--- config.mk ---
export PLATFORM = sky130hd
export DESIGN_NAME = uart_rx_deframer
export DESIGN_NICKNAME = d
export VERILOG_FILES = /design/src/rtl/uart_rx_deframer.sv
export SDC_FILE = /design/constraint.sdc
export NUM_CORES = 1
export LEC_CHECK = 0
export BUFFER_PORTS_ARGS = -buffer_cell sky130_fd_sc_hd__buf_2
export CORE_MARGIN = 4
export CORE_UTILIZATION = 64
export CTS_BUF_LIST = sky130_fd_sc_hd__clkbuf_4 sky130_fd_sc_hd__clkbuf_8
export DETAILED_ROUTE_END_ITERATION = 16
export GPL_ROUTABILITY_DRIVEN = 0
export PLACE_DENSITY = 0.93
export SYNTH_ARGS = -nofsm -noshare
export SYNTH_HDL_FRONTEND = slang
export SYNTH_SLANG_ARGS = --single-unit
--- constraint.sdc ---
create_clock -name CLK -period 4.52 [get_ports CLK]
set_input_delay 0.678 -clock CLK [delete_from_list [all_inputs] [get_ports CLK]]
set_output_delay 0.678 -clock CLK [all_outputs]
set_load 0.02 [all_outputs]
--- src/rtl/uart_rx_deframer.sv ---
// uart_rx_deframer: oversampled UART receive deframer with 3-sample majority vote and start/parity/stop checks
module uart_rx_deframer #(
  parameter int DATA_WIDTH = 8,
  parameter int PRESCALE = 8
) (
  input  logic                  CLK,
  input  logic                  RST,
  input  logic                  RX_IN,
  input  logic                  PAR_EN,
  input  logic                  PAR_TYP,
  output logic [DATA_WIDTH-1:0] P_DATA,
  output logic                  Data_Valid,
  output logic                  Par_Err,
  output logic                  Stop_Err,
  output logic                  rx_busy
);
  localparam int EW = $clog2(PRESCALE);
  localparam int BW = $clog2(DATA_WIDTH + 1);
  localparam logic [EW-1:0] E_LAST = EW'(PRESCALE - 1);
  localparam logic [EW-1:0] E_S0 = EW'(PRESCALE / 2 - 1);
  localparam logic [EW-1:0] E_S1 = EW'(PRESCALE / 2);
  localparam logic [EW-1:0] E_S2 = EW'(PRESCALE / 2 + 1);
  localparam logic [BW-1:0] B_LAST = BW'(DATA_WIDTH - 1);
  typedef enum logic [2:0] {IDLE, START, DATA, PAR, STOP} state_t;
  state_t state, state_nxt;
  logic [EW-1:0] edge_cnt;
  logic [BW-1:0] bit_cnt;
  logic [DATA_WIDTH-1:0] shift_reg;
  logic [2:0] samp;
  logic par_pend, last, maj, done, good;
  // state register
  always_ff @(posedge CLK)
    state <= !RST ? IDLE : state_nxt;
  // next-state: every bit decision happens on the last cycle of the bit
  always_comb begin
    state_nxt = state;
    case (state)
      IDLE:    state_nxt = !RX_IN ? START : IDLE;
      START:   state_nxt = last ? (maj ? IDLE : DATA) : START;
      DATA:    state_nxt = (last && bit_cnt == B_LAST) ? (PAR_EN ? PAR : STOP) : DATA;
      PAR:     state_nxt = last ? STOP : PAR;
      STOP:    state_nxt = last ? IDLE : STOP;
      default: state_nxt = IDLE;
    endcase
  end
  // decoded bit value and end-of-frame decisions
  always_comb begin
    last = edge_cnt == E_LAST;
    maj = (samp[0] & samp[1]) | (samp[0] & samp[2]) | (samp[1] & samp[2]);
    done = state == STOP && last;
    good = done && maj && !par_pend;
    rx_busy = state != IDLE;
  end
  // bit timing, sampling, shifting and registered result pulses
  always_ff @(posedge CLK) begin
    if (!RST) begin
      edge_cnt <= '0;
      bit_cnt <= '0;
      samp <= '0;
      shift_reg <= '0;
      par_pend <= 1'b0;
      P_DATA <= '0;
      Data_Valid <= 1'b0;
      Par_Err <= 1'b0;
      Stop_Err <= 1'b0;
    end else begin
      edge_cnt <= (state == IDLE) ? EW'(!RX_IN) : (last ? '0 : edge_cnt + 1'b1);
      bit_cnt <= (state == DATA) ? (last ? bit_cnt + 1'b1 : bit_cnt) : '0;
      if (edge_cnt == E_S0) samp[0] <= RX_IN;
      if (edge_cnt == E_S1) samp[1] <= RX_IN;
      if (edge_cnt == E_S2) samp[2] <= RX_IN;
      if (state == DATA && last) shift_reg <= (shift_reg >> 1) | (DATA_WIDTH'(maj) << (DATA_WIDTH - 1));
      par_pend <= done ? 1'b0 : ((state == PAR && last && (maj != (^shift_reg ^ PAR_TYP))) ? 1'b1 : par_pend);
      Data_Valid <= good;
      Par_Err <= done && par_pend;
      Stop_Err <= done && !maj;
      if (good) P_DATA <= shift_reg;
    end
  end
endmodule

* Word level (Yosys, flattened, before mapping)
Index checks and enable logic that the tools add are counted.
Operators by class: reductions and logical operators 18, equality and inequality tests 10, mux-type cells 10, $add $sub $neg 2, shift operators 0, bitwise gates (word level) 8, divide/modulo/power cells 0, multipliers 0, order comparisons 0
Operator list (number):
- $pmux 3 s5 | 1
- $eq 3x3->1 const B | 4
- $mux 3 | 4
- $eq 3x2->1 const B | 3
- $logic_and 1x1->1 | 9
- $or 7x8->8 | 1
- $reduce_xor 8->1 | 1
- $add 4x1->4 const B | 1
- $eq 4x3->1 const B | 1
- $mux 2 | 2
- $add 3x1->3 const B | 1
- $and 1x1->1 | 3
- $eq 3x1->1 const B | 1
- $logic_not 1->1 | 3
- $logic_not 3->1 | 1
- $mux 1 | 3
- $reduce_bool 3->1 | 1
- $reduce_or 3->1 | 1
- $or 1x1->1 | 2
- $reduce_and 2->1 | 1
- $reduce_or 2->1 | 1
- $ne 1x1->1 | 1
- $not 1->1 | 1
- $xor 1x1->1 | 1
Storage, ports and cells: latch bits 0, bits of input ports 5, memory bits (writable) 0, logic and storage cells 61, memories kept 0, register bits after elaboration 33, output and inout bits 12, bits in read-only memories 0

* Longest topological paths before layout
Gate-level depths: netlist of the first run.
depth in word-level cells 6, mapped depth 7, gate-level depth less buffers 6

* Worst setup path after synthesis of the first run
Ideal clock, no wire load.
path type reg-to-reg, from register edge_cnt[0], to register par_pend, arrival time 1.621 ns, cell stages (with the launch flop) 8, path slack 2.838 ns, buffers on the path 1, required time 4.458 ns, cell sequence dfxtp_1 > ha_1 > ha_1 > clkbuf_1 > nand4b_1 > a211o_1 > or3_1 > nand3_1
Between the ends: cells in the longest elaborated chain, start to end 3, elaborated cells between the ends (all ways) 5, those cells by class 1 x eq/ne; 4 x reduce/logical
RTL lines:
- from (decl) | RTL line 26 | logic [EW-1:0] edge_cnt;
- from (signal assigned) | RTL line 67 | edge_cnt <= (state == IDLE) ? EW'(!RX_IN) : (last ? '0 : edge_cnt + 1'b1);
- $eq 3x3->1 (*) | RTL line 48 | last = edge_cnt == E_LAST;
- $logic_and 1x1->1, on equally long branches | RTL line 50, 73
- $reduce_or 2->1 (no source line) / $logic_and 1x1->1 (equally long branches)
- to (signal assigned) | RTL line 73 | par_pend <= done ? 1'b0 : ((state == PAR && last && (maj != (^shift_reg ^ PAR_TYP))) ? 1'b1 : par_pend);
- to (decl) | RTL line 30 | logic par_pend, last, maj, done, good;
Every way passes the cells marked *; elsewhere a longest branch is shown, timed or not. A chain may end at the register's enable or synchronous reset.

* Worst setup path after layout of the first run
from register edge_cnt[0], to register P_DATA[5]
Between the ends: cells in the longest elaborated chain, start to end 4
RTL lines:
- $eq 3x3->1 | RTL line 48
- $logic_and 1x1->1 | RTL line 50 | done = state == STOP && last;
- $logic_and 1x1->1 (2 in series) | RTL line 51 | good = done && maj && !par_pend;
- to (signal assigned) | RTL line 77 | if (good) P_DATA <= shift_reg;
- to (decl) | RTL line 11 | output logic [DATA_WIDTH-1:0] P_DATA,
No other way between the ends.

==> flow_summary.toml, run 1 <==
[yosys]
synth_enable_flop_cells = 0
yosys.area_share.adder = 0.05893
ys.flop_type = "sky130_fd_sc_hd__dfxtp_1"
yosysUniqueCellTypes = 31
synth_simple_gate_area_share = 0.2080
synthesized_nets = 162
gate_count_of_the_mapped_netlist = 151
share_of_the_synthesized_area_in_compound_gates_ao_oa_aoi_oai = 0.03986
ys_warn_count = 0
syn-cell-area_sq_um = 1444
synth_top_family_by_area = "simple AND/OR/NAND/NOR gates"
share_of_synthesized_area_spent_on_multiplexers = 0.1248
syn_area_per_cell_sq_um = 9.562
post_synth_xor_area_fraction = 0.07366
synth_sequential_area_ratio = 0.4575
postSynthRegisterBits = 33
ys_async_sr_fraction = 0

[hold_path]
hold-path-cell-count = 2
hold_class = "reg -> reg"
hold-path-endpoint = "samp[1]"
hold_path_startpoint = "samp[1]"

[placed_design]
half_perimeter_wire_length_after_detailed_placement_mm = 1.868
port_buffers = 16
post_dp_cell_area_sq_um = 1526

[cts]
cts-root-buf = "sky130_fd_sc_hd__clkbuf_4"
ctsLongestPathBuffers = 2
cts_tree = "yes"
insertion_delay_ns = 0.34
cts_repair_resize_count = 0
hold_buffers = 0
cts.htree.levels = 2
cts.reportedPaths.clkPinSlew_ns = 0.09
total_clock_sinks = 33
tritoncts.num_buffers = 5
post_cts.repair.setup_buffers = 0

[route]
wl_per_cell_um = 13.45
ant_nets = 0
route.vias.total = 1082
postRouteWirelength_mm = 2.622
detailedRoute.firstPassIterationCount = 4
remaining_drc_errors = 0
viasPerCell = 5.549
detail_route.iter0.violations = 10

[global_routing]
grt_first_pass_wirelength_mm = 4.505
maximum_number_of_pins_on_one_net_before_global_route_repair = 27
grt_antenna_before_repair = 0
met2_usage_in_global_routing = 0.2922
globalRoute.busiestLayer = "met2"
grt_use_met3 = 0.07459
grt_pass1_vias = 1033
grt_util_all_layers = 0.1858
total_grt_overflow = 0
grt_use_met1 = 0.2214

[sta]
tightestPinTransition_ns = 0.6549
final.min_clock_period_ns = 2.264
worst_hold_slack_ns = 0.4720
relSlewSlack = 0.5607
max_freq_mhz = 441.7
total_count_of_hold_check_failures_in_the_final_report = 0
rsz_0062_raised_after_global_routing = "no"
final.setup.tns_ns = 0
slew_viol_final = 0
finalClockSkew_ns = 0.01068
post_route_fraction_of_the_period_consumed_by_the_critical_path = 0.5009
finalSetupViolations = 0

[setup_path]
rr_endpoint = "P_DATA[5]"
crit_type = "reg -> reg"
crit_arrival_ns = 2.48
reg2reg_depth = 5
worst_setup_path_start_kind = "register"
rrSetupSlack_ns = 2.26
reg2reg_from = "edge_cnt[0]"
critPathMaxFanout = 17
critPathRequiredTime_ns = 4.73
setup.worst_path.end_class = "register"

[floorplanning]
std_cell_rows = 16
start_util = 0.7071
die-width_um = 55.50
design.portCount = 17
floorplan.die_area_sq_um = 3080
die_h_um = 55.50
fp.coreArea_sq_um = 2042

[finish]
final_common_cell = "sky130_fd_sc_hd__dfxtp_1"
number_of_fillers_in_the_final_layout = 145
finish.net_count = 178
layout.cell_area.non_filler_sq_um = 1582
multiInputGateArea_sq_um = 729.5
drive_gt1_frac = 0.1429
antennaDiodeCount = 0
ff_latch_area_sq_um = 660.6
most-common-layout-cells = "33 x sky130_fd_sc_hd__dfxtp_1, 25 x sky130_fd_sc_hd__nor2_1, 18 x sky130_fd_sc_hd__mux2i_1, 16 x sky130_fd_sc_hd__buf_2, 9 x sky130_fd_sc_hd__nand2_1"
synthToLayoutAreaGrowth_pct = 9.532

[power_and_ir_drop]
leakage_nw = 0.6865
vdd_drop_max_mv = 0.2628
power-per-cell-area_nw_per_um2 = 300.3

[status]
run_status = "complete, no violations"

[run]
drv_cap = 0
worst max-delay path, cell delays in order, from the launching register on:
cell and delay (ns):
sky130_fd_sc_hd__dfxtp_1 0.39, sky130_fd_sc_hd__ha_1 0.19, sky130_fd_sc_hd__ha_1 0.52, sky130_fd_sc_hd__nand4_1 0.63
sky130_fd_sc_hd__mux2i_1 0.34, sky130_fd_sc_hd__nor2_1 0.06
metal layers:
metal	part of all wire	wire length [um]	up-vias
li1	-	-	538
met1	0.46	1196	521
met2	0.48	1249	16
met3	0.048	126	7
met4	0.019	50	0
met5	0	0	-
worst max path at each step:
| stage | from | to | slack [ns] | cells past startpoint |
|---|---|---|---|---|
| after floorplan | edge_cnt[0] | par_pend | 2.84 | 7 |
| after global placement | edge_cnt[0] | P_DATA[6] | 2.36 | 5 |
| after detailed placement | edge_cnt[0] | P_DATA[5] | 2.27 | 5 |
| after CTS | edge_cnt[0] | P_DATA[6] | 2.23 | 5 |
| after global routing | edge_cnt[0] | P_DATA[6] | 2.06 | 5 |
| final | edge_cnt[0] | P_DATA[5] | 2.26 | 5 |
where the power goes:
part / total [mW] / internal [mW] / switching (mW)
registers: 0.295 / 0.292 / 0.00275
clock network: 0.162 / 0.0651 / 0.0968
logic: 0.0177 / 0.00629 / 0.0114
layout make-up:
class                      instances  area share
clock inverter                     2    0.006329
clock buffer                       6     0.02848
sequential                        33      0.4177
timing repair buffer              16     0.05063
tap                               27     0.02136
inverter                           6     0.01424
multi-input combinational        105      0.4612
metrics by stage:
| step | util | std cells | power, mW | setup WS, ns |
|---|---|---|---|---|
| final | 0.7745 | 195 | 0.4749 | 2.256 |
| after global routing | 0.7745 | 195 | 0.4946 | 2.057 |
| after CTS | 0.7745 | 195 | 0.4790 | 2.229 |
| after detailed placement | 0.7475 | 187 | 0.3195 | 2.270 |
| after global placement | 0.7475 | 187 | 0.3185 | 2.360 |
| after floorplan | - | 151 | 0.3137 | 2.838 |
synthesized netlist by cell type (all sizes together), types with 2 or more instances:
| master | instances | share of area |
|---|---|---|
| a21oi | 4 | 0.014 |
| nand2 | 9 | 0.023 |
| inv | 5 | 0.013 |
| clkbuf | 5 | 0.013 |
| nand4b | 2 | 0.012 |
| mux2i | 18 | 0.12 |
| nor3 | 5 | 0.017 |
| buf | 2 | 0.0087 |
| xnor3 | 2 | 0.031 |
| nand3 | 4 | 0.014 |
| nor4b | 2 | 0.012 |
| nand3b | 2 | 0.010 |
| nand2b | 4 | 0.017 |
| nor3b | 2 | 0.010 |
| ha | 6 | 0.052 |
| dfxtp | 33 | 0.46 |
| nand4 | 2 | 0.0087 |
| xor2 | 5 | 0.030 |
| nor2 | 25 | 0.065 |
| xnor2 | 2 | 0.012 |
| o21ai | 3 | 0.010 |
kinds of logic after synthesis:
| family | after synthesis |
|---|---|
| and+or+nand+nor | 61 |
| DFF | 33 |
| muxes | 18 |
| buffers and inverters | 13 |
| AOI/OAI and AO/OA | 10 |
| xor gates and xnor gates | 9 |
| adders and majority gates | 7 |
Power figures use the tool's default switching activity.
==> run 2: changes to the inputs <==
- CORE_UTILIZATION: 64 -> 53
- PLACE_DENSITY: 0.93 -> 0.83
- clock period: 4.52 -> 2.07 ns (I/O delays scaled with it)
==> flow_summary.toml, run 2 (synthesis gave the netlist of run 1 again) <==
[sta]
final.setup.tns_ns = 0
tightestPinTransition_ns = 0.4496
relSlewSlack = 0.6996
max_freq_mhz = 542.3
total_count_of_hold_check_failures_in_the_final_report = 0
rsz_0062_raised_after_global_routing = "no"
finalSetupViolations = 0
finalClockSkew_ns = 0.01053
post_route_fraction_of_the_period_consumed_by_the_critical_path = 0.8909
slew_viol_final = 0
final.min_clock_period_ns = 1.844

[setup_path]
critPathMaxFanout = 13
cells_traversed_along_the_worst_timing_path = "ha_1 > ha_2 > nand4b_1 > a211o_1 > or3_1 > nand3_1"
crit_path_max_incr_delay_ns = 0.40
critPathRequiredTime_ns = 2.35
crit_type = "reg -> reg"
crit_arrival_ns = 2.12
worst_path_max_delay_cell = "sky130_fd_sc_hd__dfxtp_1"
setup.worst_path.end_class = "register"
worst_setup_path_start_kind = "register"

[route]
topRoutingLayerUsed = "met4"
detail_route.iter0.violations = 19
ant_nets = 0
viasPerCell = 5.386
route.vias.total = 1088
postRouteWirelength_mm = 2.603
detailedRoute.firstPassIterationCount = 4
wl_met1_mm = 1.168
route.met2.wl_mm = 1.258
wl_per_cell_um = 12.89
remaining_drc_errors = 0
wl_met3_um = 120

[global_routing]
grt_first_pass_wirelength_mm = 4.595
grt_antenna_before_repair = 0
grt_pass1_vias = 1079
total_grt_overflow = 0
grt_util_all_layers = 0.1729
maximum_number_of_pins_on_one_net_before_global_route_repair = 26

[finish]
antennaDiodeCount = 0
final_common_cell = "sky130_fd_sc_hd__dfxtp_1"
synthToLayoutAreaGrowth_pct = 14.38
most-common-layout-cells = "33 x sky130_fd_sc_hd__dfxtp_1, 25 x sky130_fd_sc_hd__nor2_1, 18 x sky130_fd_sc_hd__mux2i_1, 16 x sky130_fd_sc_hd__buf_2, 9 x sky130_fd_sc_hd__nand2_1"
finish.net_count = 182
drive_gt1_frac = 0.1686

[status]
run_status = "complete, no violations"

[cts]
hold_buffers = 0
post_cts.repair.setup_buffers = 0
cts.reportedPaths.clkPinSlew_ns = 0.10
ctsLongestPathBuffers = 2
cts.htree.levels = 2
cts-root-buf = "sky130_fd_sc_hd__clkbuf_4"
insertion_delay_ns = 0.33
cts_tree = "yes"
tritoncts.num_buffers = 5
total_clock_sinks = 33

[power_and_ir_drop]
power-per-cell-area_nw_per_um2 = 724.5
power.total_mw = 1.197
vdd_drop_max_mv = 0.6543
leakage_nw = 0.7167

[floorplanning]
floorplan.die_area_sq_um = 3623
start_util = 0.5674
fp.coreArea_sq_um = 2545
design.portCount = 17
die_h_um = 60.20
die-width_um = 60.20
std_cell_rows = 18

[hold_path]
hold_class = "in -> reg"

[run]
drv_cap = 0

[placed_design]
port_buffers = 16
half_perimeter_wire_length_after_detailed_placement_mm = 1.925
run 2: cell count changes in the layout (fill, tap and decap cells not counted), sizes merged:
| cell | change |
|---|---|
| clkinv | -2 |
| buf | +4 |
| bufinv | +1 |
| clkbuf | +1 |
run 2: worst paths after layout:
| kind | slack (ns) | cells after the start | endpoint | start |
|---|---|---|---|---|
| hold / removal | 0.24 | 3 | state[0] | PAR_EN |
| setup reg to reg | 0.23 | 6 | par_pend | edge_cnt[0] |
| setup / recovery | 0.23 | 6 | par_pend | edge_cnt[0] |
| hold reg to reg | 0.47 | 2 | samp[2] | samp[2] |
run 2: timing repair:
item                                    in CTS  in global routing
resized for setup                            0                  1
endpoints found under the setup margin       0                  1
hold endpoints to repair                     0                  0
run 2: metrics by stage:
stage	worst slack, ns	hold slack (ns)	cell area, sq um	utilization	instances
after global routing	0.1283	0.2573	1652	0.6490	202
after floorplan	0.3876	0.4375	1444	-	151
after CTS	0.1260	0.2301	1649	0.6480	202
final	0.2258	0.2384	1652	0.6490	202
after detailed placement	0.1373	0.4566	1560	0.6131	194
after global placement	0.2857	0.4487	1560	0.6131	194
run 2: routing by layer:
layer  GRT usage  up-vias
met1      0.1921      506
met4     0.09494        0
met2      0.2963       20
met3     0.04536        8
met5           0        -
li1            -      554
run 2: layout make-up:
cell class | instances | area, sq um
Tap cell | 30 | 37.54
Clock inverter | 1 | 30.03
Inverter | 6 | 22.52
Clock buffer | 7 | 58.81
Fill cell | 224 | 893.4
Multi-Input combinational cell | 105 | 732.0
Sequential cell | 33 | 660.6
Timing Repair Buffer | 20 | 110.1
run 2: critical path, delay by kind of cell, from the launching register on:
kind	cells	cell delay (ns)
flops	1	0.40
simple gates	3	0.57
compound gates	1	0.32
fa+ha+maj	2	0.51
run 2: power breakdown:
part           switching [mW]  internal [mW]  leakage, nW
clock network           0.210          0.301       0.0489
registers             0.00620          0.639        0.266
logic                  0.0252         0.0150        0.402
==> run 3: changes to the inputs <==
- CORE_UTILIZATION: 53 -> 64
- PLACE_DENSITY: 0.83 -> 0.93
- clock period: 2.07 -> 2.2 ns (I/O delays scaled with it)
==> flow_summary.toml, run 3 (synthesis gave the netlist of run 1 again) <==
[status]
run_status = "complete, no violations"

[global_routing]
grt_util_all_layers = 0.1929
total_grt_overflow = 0
grt_first_pass_wirelength_mm = 4.754
maximum_number_of_pins_on_one_net_before_global_route_repair = 26
grt_antenna_before_repair = 0
grt_pass1_vias = 1078

[sta]
max_freq_mhz = 506.7
finalClockSkew_ns = 0.01449
final.min_clock_period_ns = 1.974
final.setup.tns_ns = 0
finalSetupViolations = 0
rsz_0062_raised_after_global_routing = "no"
post_route_fraction_of_the_period_consumed_by_the_critical_path = 0.8971
worst_hold_slack_ns = 0.2659
relSlewSlack = 0.6906
tightestPinTransition_ns = 0.4605
slew_viol_final = 0
total_count_of_hold_check_failures_in_the_final_report = 0

[setup_path]
rrSetupSlack_ns = 0.23
reg2reg_from = "edge_cnt[0]"
setup.worst_path.end_class = "register"
critPathMaxFanout = 13
worst_setup_path_start_kind = "register"
crit_arrival_ns = 2.24
crit_type = "reg -> reg"
critical_path.startpoint = "edge_cnt[0]"
rr_endpoint = "par_pend"
critPathRequiredTime_ns = 2.47
reg2reg_depth = 6

[cts]
total_clock_sinks = 33
cts_repair_resize_count = 0
post_cts.repair.setup_buffers = 0
ctsLongestPathBuffers = 2
cts.htree.levels = 2
cts.reportedPaths.clkPinSlew_ns = 0.09
cts-root-buf = "sky130_fd_sc_hd__clkbuf_4"
tritoncts.num_buffers = 5
insertion_delay_ns = 0.34
cts_tree = "yes"
hold_buffers = 0

[floorplanning]
floorplan.die_area_sq_um = 3080
die_h_um = 55.50
std_cell_rows = 16
start_util = 0.7071
die-width_um = 55.50
design.portCount = 17
fp.coreArea_sq_um = 2042

[finish]
final_common_cell = "sky130_fd_sc_hd__dfxtp_1"
number_of_fillers_in_the_final_layout = 144
most-common-layout-cells = "33 x sky130_fd_sc_hd__dfxtp_1, 25 x sky130_fd_sc_hd__nor2_1, 18 x sky130_fd_sc_hd__mux2i_1, 16 x sky130_fd_sc_hd__buf_2, 9 x sky130_fd_sc_hd__nand2_1"
antennaDiodeCount = 0
synthToLayoutAreaGrowth_pct = 11.61
multiInputGateArea_sq_um = 729.5
drive_gt1_frac = 0.1628
ff_latch_area_sq_um = 660.6
finish.net_count = 182

[route]
postRouteWirelength_mm = 2.746
ant_nets = 0
viasPerCell = 5.653
route.vias.total = 1125
detail_route.iter0.violations = 41
wl_per_cell_um = 13.80
detailedRoute.firstPassIterationCount = 4
remaining_drc_errors = 0

[hold_path]
hold_class = "in -> reg"
hold-path-endpoint = "state[0]"
hold_path_startpoint = "PAR_EN"
hold-path-cell-count = 3

[power_and_ir_drop]
vdd_drop_max_mv = 0.5091
power-per-cell-area_nw_per_um2 = 607.6
power.total_mw = 0.9791
leakage_nw = 0.7064

[placed_design]
half_perimeter_wire_length_after_detailed_placement_mm = 1.984
port_buffers = 16

[run]
drv_cap = 0
-- run 3: cell types whose count changed in the layout (fill, tap and decap cells not counted) --
cell | previous run | this run
sky130_fd_sc_hd__bufinv_16 | 1 | 0
sky130_fd_sc_hd__clkbuf_8 | 1 | 0
sky130_fd_sc_hd__clkinv_2 | 0 | 2
sky130_fd_sc_hd__ha_1 | 5 | 6
sky130_fd_sc_hd__ha_2 | 1 | 0
-- run 3: final cells by class --
class,count,area share
Clock buffer,6,0.02795
Sequential cell,33,0.4099
Inverter,6,0.01398
Clock inverter,2,0.006211
Timing Repair Buffer,20,0.06832
Multi-Input combinational cell,105,0.4526
Tap cell,27,0.02096
-- run 3: metrics by stage --
step	instance area, sq um	std cells	worst slack (ns)	utilization
detailed placement	1556	191	0.2957	0.7623
finish	1612	199	0.2263	0.7892
global placement	1556	191	0.4322	0.7623
CTS	1612	199	0.2449	0.7892
floorplan	1444	151	0.5176	-
global route	1612	199	0.1270	0.7892
-- run 3: worst max path at each step --
stage | to | slack [ns] | cells after the start
floorplan | par_pend | 0.52 | 7
global route | par_pend | 0.13 | 6
global placement | par_pend | 0.43 | 6
detailed placement | par_pend | 0.30 | 6
CTS | par_pend | 0.24 | 6
finish | par_pend | 0.23 | 6
-- run 3: power by group --
part           internal [mW]  switching (mW)  total (mW)
logic                 0.0145          0.0252      0.0397
clock network          0.134           0.199       0.333
registers              0.601         0.00546       0.606
-- run 3: worst max-delay path: stages, from the launching register on --
cell and delay (ns):
sky130_fd_sc_hd__dfxtp_1 0.39, sky130_fd_sc_hd__ha_1 0.21, sky130_fd_sc_hd__ha_1 0.40, sky130_fd_sc_hd__nand4b_1 0.19, sky130_fd_sc_hd__a211o_1 0.31, sky130_fd_sc_hd__or3_1 0.33
sky130_fd_sc_hd__nand3_1 0.08
-- run 3: per-layer routing --
layer  share of wire  GRT usage  wire length, um
met2            0.49     0.3193             1357
met5               0          0                0
met4           0.020    0.07986               55
met3           0.058    0.06061              160
met1            0.43     0.2294             1173
